<file path="config.mk">
export PLATFORM = sky130hd
export DESIGN_NAME = cpu_int_ctrl
export DESIGN_NICKNAME = d
export VERILOG_FILES = /design/src/rtl/cpu_pkg.sv /design/src/rtl/int_prio_enc.sv /design/src/rtl/cpu_int_ctrl.sv
export SDC_FILE = /design/constraint.sdc
export NUM_CORES = 1
export LEC_CHECK = 0
export ABC_AREA = 1
export CAP_MARGIN = 20
export CORE_MARGIN = 1
export CORE_UTILIZATION = 49
export CTS_BUF_LIST = sky130_fd_sc_hd__clkbuf_2 sky130_fd_sc_hd__clkbuf_4 sky130_fd_sc_hd__clkbuf_8
export DETAILED_ROUTE_END_ITERATION = 8
export PLACE_DENSITY = 0.83
export RECOVER_POWER = 25
export SYNTH_ARGS = -nofsm -noshare
export SYNTH_HDL_FRONTEND = slang
export SYNTH_HIERARCHICAL = 1
export SYNTH_SLANG_ARGS = --single-unit
</file>
<file path="constraint.sdc">
create_clock -name clk_i -period 1.4 [get_ports clk_i]
set_clock_uncertainty 0.15 [all_clocks]
set_input_delay 0.42 -clock clk_i [delete_from_list [all_inputs] [get_ports clk_i]]
set_output_delay 0.42 -clock clk_i [all_outputs]
set_load 0.05 [all_outputs]
</file>
<file path="src/rtl/cpu_pkg.sv">
// Shared encodings for the CPU interrupt controller: FSM states, register map, bus width.
// Pure declarations; no latency or backpressure of its own.
package cpu_pkg;

  localparam int DATA_W = 8;

  typedef enum logic [1:0] {
    ST_IDLE    = 2'd0,
    ST_REQ     = 2'd1,
    ST_SERVICE = 2'd2
  } state_t;

  localparam logic [1:0] ADR_MASK = 2'd0;
  localparam logic [1:0] ADR_PEND = 2'd1;
  localparam logic [1:0] ADR_STAT = 2'd2;
  localparam logic [1:0] ADR_EOI  = 2'd3;

endpackage

</file>
<file path="src/rtl/int_prio_enc.sv">
// Lowest-index-first priority encoder; purely combinational, zero latency.
// No backpressure: idx is meaningful only while vld is high.
module int_prio_enc #(
  parameter int N_SRC = 8,
  parameter int ID_W  = 3
) (
  input  logic [N_SRC-1:0] req,
  output logic [ID_W-1:0]  idx,
  output logic             vld
);

  // Scan from the top so the lowest set index is written last and wins.
  always_comb begin
    idx = '0;
    vld = 1'b0;
    for (int i = N_SRC - 1; i >= 0; i--) begin
      if (req[i]) begin
        idx = ID_W'(i);
        vld = 1'b1;
      end
    end
  end

endmodule

</file>
<file path="src/rtl/cpu_int_ctrl.sv">
// Edge-captured, masked, lowest-index-first interrupt controller; request rises one edge after pending is set.
// Port accesses get one registered ack per strobe; the CPU holds off a request simply by not acking it.
module cpu_int_ctrl
  import cpu_pkg::*;
#(
  parameter int N_SRC = 8,
  parameter int ID_W  = 3
) (
  input  logic              clk_i,
  input  logic              rst_i,
  input  logic [N_SRC-1:0]  src_i,
  output logic              int_req_o,
  output logic [ID_W-1:0]   int_id_o,
  input  logic              int_ack_i,
  output logic              in_service_o,
  input  logic              port_stb_i,
  input  logic              port_we_i,
  input  logic [1:0]        port_adr_i,
  input  logic [DATA_W-1:0] port_dat_i,
  output logic [DATA_W-1:0] port_dat_o,
  output logic              port_ack_o
);

  state_t             state, state_nxt;
  logic [N_SRC-1:0]   src_prev;
  logic [N_SRC-1:0]   pending, pending_nxt;
  logic [N_SRC-1:0]   mask;
  logic [N_SRC-1:0]   src_edge;
  logic [N_SRC-1:0]   ack_clr;
  logic [N_SRC-1:0]   wr_clr;
  logic               req_nxt;
  logic [ID_W-1:0]    id_nxt;
  logic               svc_nxt;
  logic [ID_W-1:0]    arb_id;
  logic               arb_vld;
  logic               acc_done;
  logic               acc_fire;
  logic               wr_fire;
  logic               mask_wr;
  logic               pend_wr;
  logic               eoi_wr;
  logic [DATA_W-1:0]  stat_dat;
  logic [DATA_W-1:0]  rd_dat;

  // acc_done keeps a long strobe from earning a second ack; it clears once stb drops.
  assign acc_fire = port_stb_i & ~acc_done;
  assign wr_fire  = acc_fire & port_we_i;
  assign mask_wr  = wr_fire & (port_adr_i == ADR_MASK);
  assign pend_wr  = wr_fire & (port_adr_i == ADR_PEND);
  assign eoi_wr   = wr_fire & (port_adr_i == ADR_EOI);

  assign src_edge = src_i & ~src_prev;
  assign wr_clr   = pend_wr ? port_dat_i[N_SRC-1:0] : '0;

  int_prio_enc #(
    .N_SRC (N_SRC),
    .ID_W  (ID_W)
  ) u_prio_enc (
    .req (pending & mask),
    .idx (arb_id),
    .vld (arb_vld)
  );

  always_comb begin
    stat_dat           = '0;
    stat_dat[DATA_W-1] = in_service_o;
    stat_dat[ID_W-1:0] = int_id_o;
  end

  always_comb begin
    rd_dat = '0;
    case (port_adr_i)
      ADR_MASK: rd_dat = DATA_W'(mask);
      ADR_PEND: rd_dat = DATA_W'(pending);
      ADR_STAT: rd_dat = stat_dat;
      default:  rd_dat = '0;
    endcase
  end

  always_comb begin
    state_nxt = state;
    req_nxt   = int_req_o;
    id_nxt    = int_id_o;
    svc_nxt   = in_service_o;
    ack_clr   = '0;
    case (state)
      ST_IDLE: begin
        if (arb_vld) begin
          id_nxt    = arb_id;
          req_nxt   = 1'b1;
          state_nxt = ST_REQ;
        end
      end
      ST_REQ: begin
        // A request withdrawn by software is dropped even if the ack lands the same cycle.
        if (!mask[int_id_o] || !pending[int_id_o]) begin
          req_nxt   = 1'b0;
          state_nxt = ST_IDLE;
        end else if (int_ack_i) begin
          ack_clr[int_id_o] = 1'b1;
          req_nxt   = 1'b0;
          svc_nxt   = 1'b1;
          state_nxt = ST_SERVICE;
        end
      end
      ST_SERVICE: begin
        if (eoi_wr) begin
          svc_nxt   = 1'b0;
          state_nxt = ST_IDLE;
        end
      end
      default: begin
        req_nxt   = 1'b0;
        svc_nxt   = 1'b0;
        state_nxt = ST_IDLE;
      end
    endcase
  end

  // New edges are OR-ed in last so a set beats any same-cycle clear.
  assign pending_nxt = (pending & ~ack_clr & ~wr_clr) | src_edge;

  always_ff @(posedge clk_i or posedge rst_i) begin
    if (rst_i) begin
      state        <= ST_IDLE;
      src_prev     <= '0;
      pending      <= '0;
      mask         <= '0;
      int_req_o    <= 1'b0;
      int_id_o     <= '0;
      in_service_o <= 1'b0;
      acc_done     <= 1'b0;
      port_ack_o   <= 1'b0;
      port_dat_o   <= '0;
    end else begin
      state        <= state_nxt;
      src_prev     <= src_i;
      pending      <= pending_nxt;
      int_req_o    <= req_nxt;
      int_id_o     <= id_nxt;
      in_service_o <= svc_nxt;
      if (mask_wr) begin
        mask <= port_dat_i[N_SRC-1:0];
      end
      acc_done     <= port_stb_i & (acc_done | acc_fire);
      port_ack_o   <= acc_fire;
      port_dat_o   <= (acc_fire && !port_we_i) ? rd_dat : '0;
    end
  end

endmodule

</file>
Yosys cells after proc, flatten, opt, wreduce, memory -nomap -nowiden
Cells that the tools add are included.
Widths: inputs -> output; s select.
{"block": "word_totals", "regBits": 41, "in_bits": 23, "output_inout_bits": 14, "word_cells": 93}
{"block": "classes", "magnitude_cmp": 2, "n_eq_ne": 10, "mux": 41, "bitwise_logic": 18, "reduce_logical": 12}
{"operator": "$mux 8", "n": 5}
{"operator": "$and 8x8->8", "n": 4}
{"operator": "$mux 3", "n": 8}
{"operator": "$not 8->8", "n": 3}
{"operator": "$pmux 8 s3", "n": 1}
{"operator": "$mux 1", "n": 17}
{"operator": "$mux 2", "n": 4}
{"operator": "$ne 2x2->1 const B", "n": 4}
{"operator": "$or 8x8->8", "n": 1}
{"operator": "$and 1x1->1", "n": 6}
{"operator": "$bmux 1 s3", "n": 2}
{"operator": "$eq 2x2->1 const B", "n": 3}
{"operator": "$pmux 1 s3", "n": 2}
{"operator": "$pmux 2 s3", "n": 1}
{"operator": "$reduce_and 3->1", "n": 2}
{"operator": "$eq 2x1->1 const B", "n": 2}
{"operator": "$logic_not 2->1", "n": 2}
{"operator": "$lt 3x4->1 const B", "n": 1}
{"operator": "$reduce_and 4->1", "n": 1}
{"operator": "$demux 1 s3", "n": 1}
{"operator": "$ge 3x1->1 const B", "n": 1}
{"operator": "$logic_not 1->1", "n": 3}
{"operator": "$ne 3x3->1 const B", "n": 1}
{"operator": "$not 1->1", "n": 3}
{"operator": "other kinds (4)", "n": 5}

Longest topological paths before layout
{"block": "logic_depth", "word_depth": 11, "depth_mapped": 12, "mapped_depth_nobuf": 11}

Modules after synthesis
Netlist, hierarchy kept.
{"module": "cpu_int_ctrl", "instances": 1, "cells_each": 265, "area_per_inst_um2": 2048.2, "seq_area_each_um2": 1026.0}
{"module": "int_prio_enc", "instances": 1, "cells_each": 22, "area_per_inst_um2": 98.8, "seq_area_each_um2": 0.0}

Least setup slack after synthesis
OpenSTA, ideal clock, no wires.
{"block": "synth_path", "path_type": "register to register", "startpoint": "register int_id_o[1]", "endpoint": "register int_req_o", "setup_ns": 0.068, "arrival_time_ns": 1.582, "required_time_ns": 1.182, "path_slack_ns": -0.400, "path_stages_with_launch": 11, "n_path_buf": 1, "period_less_slack_ns": 1.800, "path_cell_list": "dfrtp_1 -> buf_2 -> nand2_1 -> nand3b_1 -> nand2_1 -> inv_2 -> nand2_4 -> nand3_1 -> nand2_1 -> nand2_1 -> nand2_1"}
{"block": "synth_between", "elab_chain_cells": 6, "word_cells_on_any_way": 11, "cone_classes": "1 x eq/ne; 6 x mux; 4 x reduce/logical"}
{"item": "from (decl)", "line_no": "cpu_int_ctrl.sv:13", "text": "output logic [ID_W-1:0] int_id_o,"}
{"item": "from (signal assigned)", "line_no": "cpu_int_ctrl.sv:140", "text": "int_id_o <= id_nxt;"}
{"item": "$bmux 1 s3", "line_no": "cpu_int_ctrl.sv:96", "text": "if (!mask[int_id_o] || !pending[int_id_o]) begin"}
{"item": "$mux 1 (not written as such)", "line_no": "cpu_int_ctrl.sv:96"}
{"item": "$logic_not 1->1", "line_no": "cpu_int_ctrl.sv:96"}
{"item": "$logic_or 1x1->1 *", "line_no": "cpu_int_ctrl.sv:96"}
{"item": "$ne 3x3->1 (no source line) / $mux 1 (equally long branches)"}
{"item": "$reduce_and 3->1 (no source line) / $pmux 1 s3 (equally long branches)"}
{"item": "to (signal assigned)", "line_no": "cpu_int_ctrl.sv:139", "text": "int_req_o <= req_nxt;"}
{"item": "to (decl)", "line_no": "cpu_int_ctrl.sv:12", "text": "output logic int_req_o,"}
Mark *: on every way between the ends. The rest lies on a longest branch, timed or not. The select of a mux whose other input is x is not followed.
A chain may end at the register's enable or synchronous reset.

Worst setup path after layout
{"block": "layout_path", "startpoint": "register mask[0]", "endpoint": "register int_id_o[0]"}
{"block": "layout_between", "elab_chain_cells": 3, "word_cells_on_any_way": 4, "cone_classes": "2 x mux; 1 x bitwise; 1 x reduce/logical"}
{"item": "from (decl)", "line_no": "cpu_int_ctrl.sv:27", "text": "logic [N_SRC-1:0] mask;"}
{"item": "from (signal assigned)", "line_no": "cpu_int_ctrl.sv:143", "text": "mask <= port_dat_i[N_SRC-1:0];"}
{"item": "$and 8x8->8", "line_no": "cpu_int_ctrl.sv:59", "text": ".req (pending & mask),"}
{"item": "$mux 1", "line_no": "int_prio_enc.sv:17", "text": "if (req[i]) begin"}
{"item": "net arb_vld", "line_no": "cpu_int_ctrl.sv:35", "text": "logic arb_vld;"}
{"item": "$reduce_and 2->1 (no source line)"}
The timed path passes the listed nets, and every way through them passes these cells.

==> results by group <==
Status
  • Outcome: finished with violations
  • Failing checks: negative setup slack

Power and ir drop
  • Switch share: 44.7%
  • Internal power: 3300 uW
  • Comb pwr share: 59.8%
  • Static leakage: 0.00177 uW
  • PD cells: 1780 mW/mm2
  • Sequential share of power: 27.2%
  • NetSw: 2660 uW
  • Tot Pwr: 5970 uW
  • Clock group share of total power: 12.9%
  • Peak VDD IR: 0.890 mV

Route
  • TritonRoute pass-1 iters: 5
  • DR vias/cell: 5.60
  • Final WL: 6910 um
  • Final ANT Viol Nets: 0
  • DR iter-0 viols: 299
  • Vias post-DR: 2381
  • Drt wl/cell: 16.3 um
  • DRC Markers: 0

Clock network
  • Clock root cell: clkbuf_8
  • Clock-pin slew on the worst setup and hold paths: 0.08 ns
  • Skew-Pair Late Insertion Delay: 0.29 ns
  • CTS tree: built
  • Clk sink count: 41
  • Hold_buf cts: 0
  • Num CTS Buffers: 5
  • H-tree depth: 2
  • Clock buffer depth: 2

Final layout
  • Antenna Cells: 0
  • FF/Latch Area: 0.00103 mm2
  • Multi-input logic area: 0.00106 mm2
  • Fill count: 247
  • Post-route insts no fill: 425
  • Layout Nets: 397
  • Share of post-route cells with drive strength above 1: 33.3%
  • Layout area overhead: 55.9%
  • Final Instance Area: 0.00335 mm2

Floorplanning
  • Die height: 68.2 um
  • Starting Density: 52.2%
  • Core area: 0.00412 mm2
  • Total die area: 0.00465 mm2
  • Die width: 68.2 um
  • Rows: 23
  • I/O Pins: 37

Timing
  • Final min period: 1.75 ns
  • Setup Viol. Count Final: 29
  • Fin crit share: 125%
  • Setup ws final: -0.351 ns
  • Worst-Margin Slew: 0.495 ns
  • Setup TNS: -5.12 ns
  • Slew Viols, Final: 0
  • Unrepaired setup endpoints after global routing: true
  • Max Fclk: 571 MHz
  • Final Hold Fails: 0
  • Slew HR: 67.0%

Placement
  • Placed Cells: 405
  • Place WS: -0.620 ns
  • Port Buffers: 36
  • Routability congestion estimate: 0.913
  • Dpl hpwl: 4420 um
  • DP Area: 0.00302 mm2

Worst setup path
  • Max stage delay on crit path: 0.42 ns
  • Slowest CP cell: dfrtp_1
  • Crit-path most repeated cell: inv_1
  • Worst EP required: 1.45 ns
  • Worst Setup Start Kind: register
  • Crit-path cells: nand2_1, inv_1, inv_1, nand4_1, inv_1, nand2_1, nand2_4, nor2_1, a21oi_1
  • Critical path capture point type: register
  • Critical setup path kind: register to register
  • Worst Path Max Fanout: 8
  • Critical path arrival: 1.80 ns

Synthesis
  • Synth top area cells: dfrtp_1 48%, nand2_1 19%, inv_1 8.4%
  • Register area share after synthesis: 47.8%
  • Syn Nets: 310
  • Most numerous cell in the Yosys netlist: nand2_1
  • Synth cell count leaders: 106 x nand2_1, 48 x inv_1, 41 x dfrtp_1
  • Synth Warn #: 6
  • Top FF cell, synth: dfrtp_1
  • Synth top area share: 47.8%
  • Syn Area/Cell: 7.48 um2
  • FF+latch count, synth: 41
  • Mapped Area: 0.00215 mm2
  • EDFF count, synth: 0
  • Netlist cell types: 28
  • Synthesized instance count: 287
  • Async S/R FF share, synth: 100%
  • Cell type with the largest total area after synthesis: dfrtp_1

Global route
  • GRT Util Overall: 29.0%
  • Largest net degree at the start of global routing: 23
  • Vias in the first global route: 2148
  • First-pass GRT wire length: 9550 um
  • Global route total overflow: 0
  • Initial antenna violation count: 0

Hold path
  • Hold crit path type: primary input to register

Flow run
  • Max_cap viols: 0
per-layer routing:
metal  routed length, um  global-route usage, %
met3                 521                   6.17
met2                3470                   50.5
met5                   0                      0
met1                2450                   32.1
met4                 469                   17.4
through the flow:
stage | hold WS, ns | util, %
4_1_cts | 0.247 | 78.9
6_report | 0.247 | 81.4
5_1_grt | 0.236 | 81.4
2_1_floorplan | 0.255 | -
3_5_place_dp | 0.319 | 73.3
3_3_place_gp | 0.312 | 73.3
final cells by class:
type / instances / area share [%]
Tap cell: 50 / 1.87
Sequential cell: 41 / 30.8
Timing Repair Buffer: 84 / 27.2
Clock buffer: 6 / 2.28
Multi-Input combinational cell: 190 / 31.5
Inverter: 52 / 5.94
Clock inverter: 2 / 0.299
state kept, by name (all words and copies together), names as in the netlist:
name / count
acc_done: 1
in_service_o: 1
int_id_o: 3
int_req_o: 1
mask: 8
pending: 8
port_ack_o: 1
port_dat_o: 8
src_prev: 8
state: 2
power by group through the flow:
stage,clock [uW],sequential [uW],combinational (uW)
floorplan,0,1880,1330
finish,772,1620,3570
CTS,775,1610,3040
global placement,0,1640,2640
detailed placement,0,1650,2700
global route,838,1650,3790
critical path, delay by kind of cell (launching register included):
family | cells | cell delay (ns)
flip-flops | 1 | 0.42
AND/OR/NAND/NOR | 5 | 0.62
buffers and inverters | 3 | 0.31
AO/OA/AOI/OAI | 1 | 0.17
final timing paths:
check	startpoint	end	slack (ns)	depth (start not counted)
setup / recovery	mask[0]	int_id_o[0]	-0.35	9
hold / removal	port_stb_i	acc_done	0.25	1
setup reg to reg	mask[0]	int_id_o[0]	-0.35	9
hold reg to reg	src_prev[2]	pending[2]	0.33	3
max in group asynchronous	rst_i	int_id_o[1]	0.10	3
min in group asynchronous	rst_i	mask[0]	0.47	3
cell families (layout without fill, tap and decap cells):
family	count (synthesis)	after routing	synth area share, %
compound gates	26	26	7.05
flops	41	41	47.8
buf+inv	58	144	10.7
mux	4	4	2.10
simple gates	158	160	32.3
repair_timing:
| action | CTS | global route |
|---|---|---|
| cloned | 0 | 2 |
| endpoints found under the setup margin | 45 | 42 |
| pin swaps | 11 | 17 |
| setup buffers | 8 | 2 |
| resized for setup | 29 | 27 |
layout by cell type (no fill, tap or decap), types with 4 or more instances in the layout:
| cell type | instances |
|---|---|
| a21boi_1 | 5 |
| a21oi_1 | 13 |
| buf_12 | 16 |
| buf_4 | 36 |
| buf_6 | 8 |
| clkbuf_8 | 5 |
| clkdlybuf4s50_1 | 14 |
| dfrtp_1 | 36 |
| dfrtp_2 | 5 |
| dlygate4sd3_1 | 4 |
| inv_1 | 43 |
| inv_2 | 7 |
| nand2_1 | 95 |
| nand2_2 | 9 |
| nand2_4 | 6 |
| nand3_1 | 8 |
| nand4_1 | 9 |
| nor2_1 | 12 |
| nor2_2 | 5 |
| nor2_4 | 6 |
Power figures use the tool's default switching activity.
==> RTL change (same settings) <==
Take the reset off `pending` and `port_dat_o` and load them in a clocked block of their own.
--- a/src/rtl/cpu_int_ctrl.sv
+++ b/src/rtl/cpu_int_ctrl.sv
@@ -126,3 +126,2 @@
       src_prev     <= '0;
-      pending      <= '0;
       mask         <= '0;
@@ -133,3 +132,2 @@
       port_ack_o   <= 1'b0;
-      port_dat_o   <= '0;
     end else begin
@@ -137,3 +135,2 @@
       src_prev     <= src_i;
-      pending      <= pending_nxt;
       int_req_o    <= req_nxt;
@@ -146,4 +143,8 @@
       port_ack_o   <= acc_fire;
-      port_dat_o   <= (acc_fire && !port_we_i) ? rd_dat : '0;
     end
+  end
+
+  always_ff @(posedge clk_i) begin
+    pending    <= pending_nxt;
+    port_dat_o <= (acc_fire && !port_we_i) ? rd_dat : '0;
   end
Formal check against the unedited RTL: not equivalent (a bounded check fails within 4 cycles, from zero or initial values and one cycle with rst_i high).
==> RTL change against the unedited design <==
The run still ends with negative setup slack left; worst hold slack improved by 0.0011 ns; total power rose by 9.0%; critical path depth grew 2; design area is 6.5% higher; worst setup slack better by 0.039 ns; via count grew 11%; first-iteration DRC count did not move; sequential cell count stayed put; final cell count rose by 11%; routed wire length is 13% higher; synthesized area increased by 3.7%; sequential share of layout area decreased by 4.1 points; fmax up 2.3%; critical path type unchanged; largest power group unchanged.
==> RTL change: results (changes against the unedited design) <==
| Metric | Value |
|---|---|
| Sw Ratio | 44.1% (-0.61 points) |
| Status | finished, violations left |
| Failing checks | negative setup slack |
| Lkg Pwr | 1.93 nW (+8.9%) |
| GPL Wtd Cong | 0.941 (+3.1%) |
| Area grow syn2layout | 60.1% |
| # fillers | 241 (-2.4%) |
| Worst R2R Path Depth | 11 (+2) |
| VDD IR-drop max | 1.20 mV (+34%) |
| Beginning of the critical path | int_id_o[0] |
| Met2 capacity usage during global routing | 50.5% (about the same) |
| Clk_buf instances | 5 (-1) |
| Placed Instance Area | 0.00307 mm2 (+1.6%) |
| Final HPWL DP | 4.52 mm (+2.3%) |
| Met1 Wirelength | 2.86 mm (+17%) |
| DR pass1 iterations | 7 (+2) |
| Slowest CP cell | dfrtp_2 |
| Distinct cells, synth | 29 (+3.6%) |
| Inverters | 64 (+23%) |
| Multi-input comb cells | 219 (+15%) |
| Met3 Wirelength | 751 um (+44%) |
| Hold Slack | 0.248 ns (+0.00108 ns) |
| ClkCell Share | 3.76% (+1.2 points) |
| CP max FO | 6 (-2) |
| Highest cell delay on the worst timing path | 0.48 ns (+0.06 ns) |
| Final setup fails | 26 (-10%) |
| Register area | 953 um2 (-7.6%) |
| Clock Latency Late Sink | 0.31 ns (+0.02 ns) |
| Buffers excl. clock | 88 (+4.8%) |
| Nets | 442 (+11%) |
| PnR worst setup slack | -0.312 ns (+0.0389 ns) |
[RTL change: cell count changes after synthesis, moves of 4 or more]
cell / before / now
inv_1: 48 / 58
dfxtp_1: 0 / 16
nand2_1: 106 / 119
dfrtp_1: 41 / 25
a21boi_1: 5 / 1
nand3_1: 9 / 20
a21oi_1: 15 / 21
[RTL change: repair_timing]
action	CTS	global route
gates cloned	3	0
gates resized for setup	37	54
setup buffers	8	5
hold endpoints to repair	0	0
hold buffers	0	0
endpoints found under the setup margin	37	36
pin swaps	10	28
[RTL change: kinds of logic after synthesis]
group	share of synthesized area, %
buf+inv	13.4
mux	1.01
simple gates	36.6
flops	42.5
compound gates	6.46
[RTL change: stage by stage]
| stage | cells | utilization (%) |
|---|---|---|
| detailed placement | 448 | 70.4 |
| global placement | 448 | 70.4 |
| finish | 472 | 81.9 |
| floorplan | 329 | - |
| CTS | 467 | 77.4 |
| global route | 472 | 81.9 |
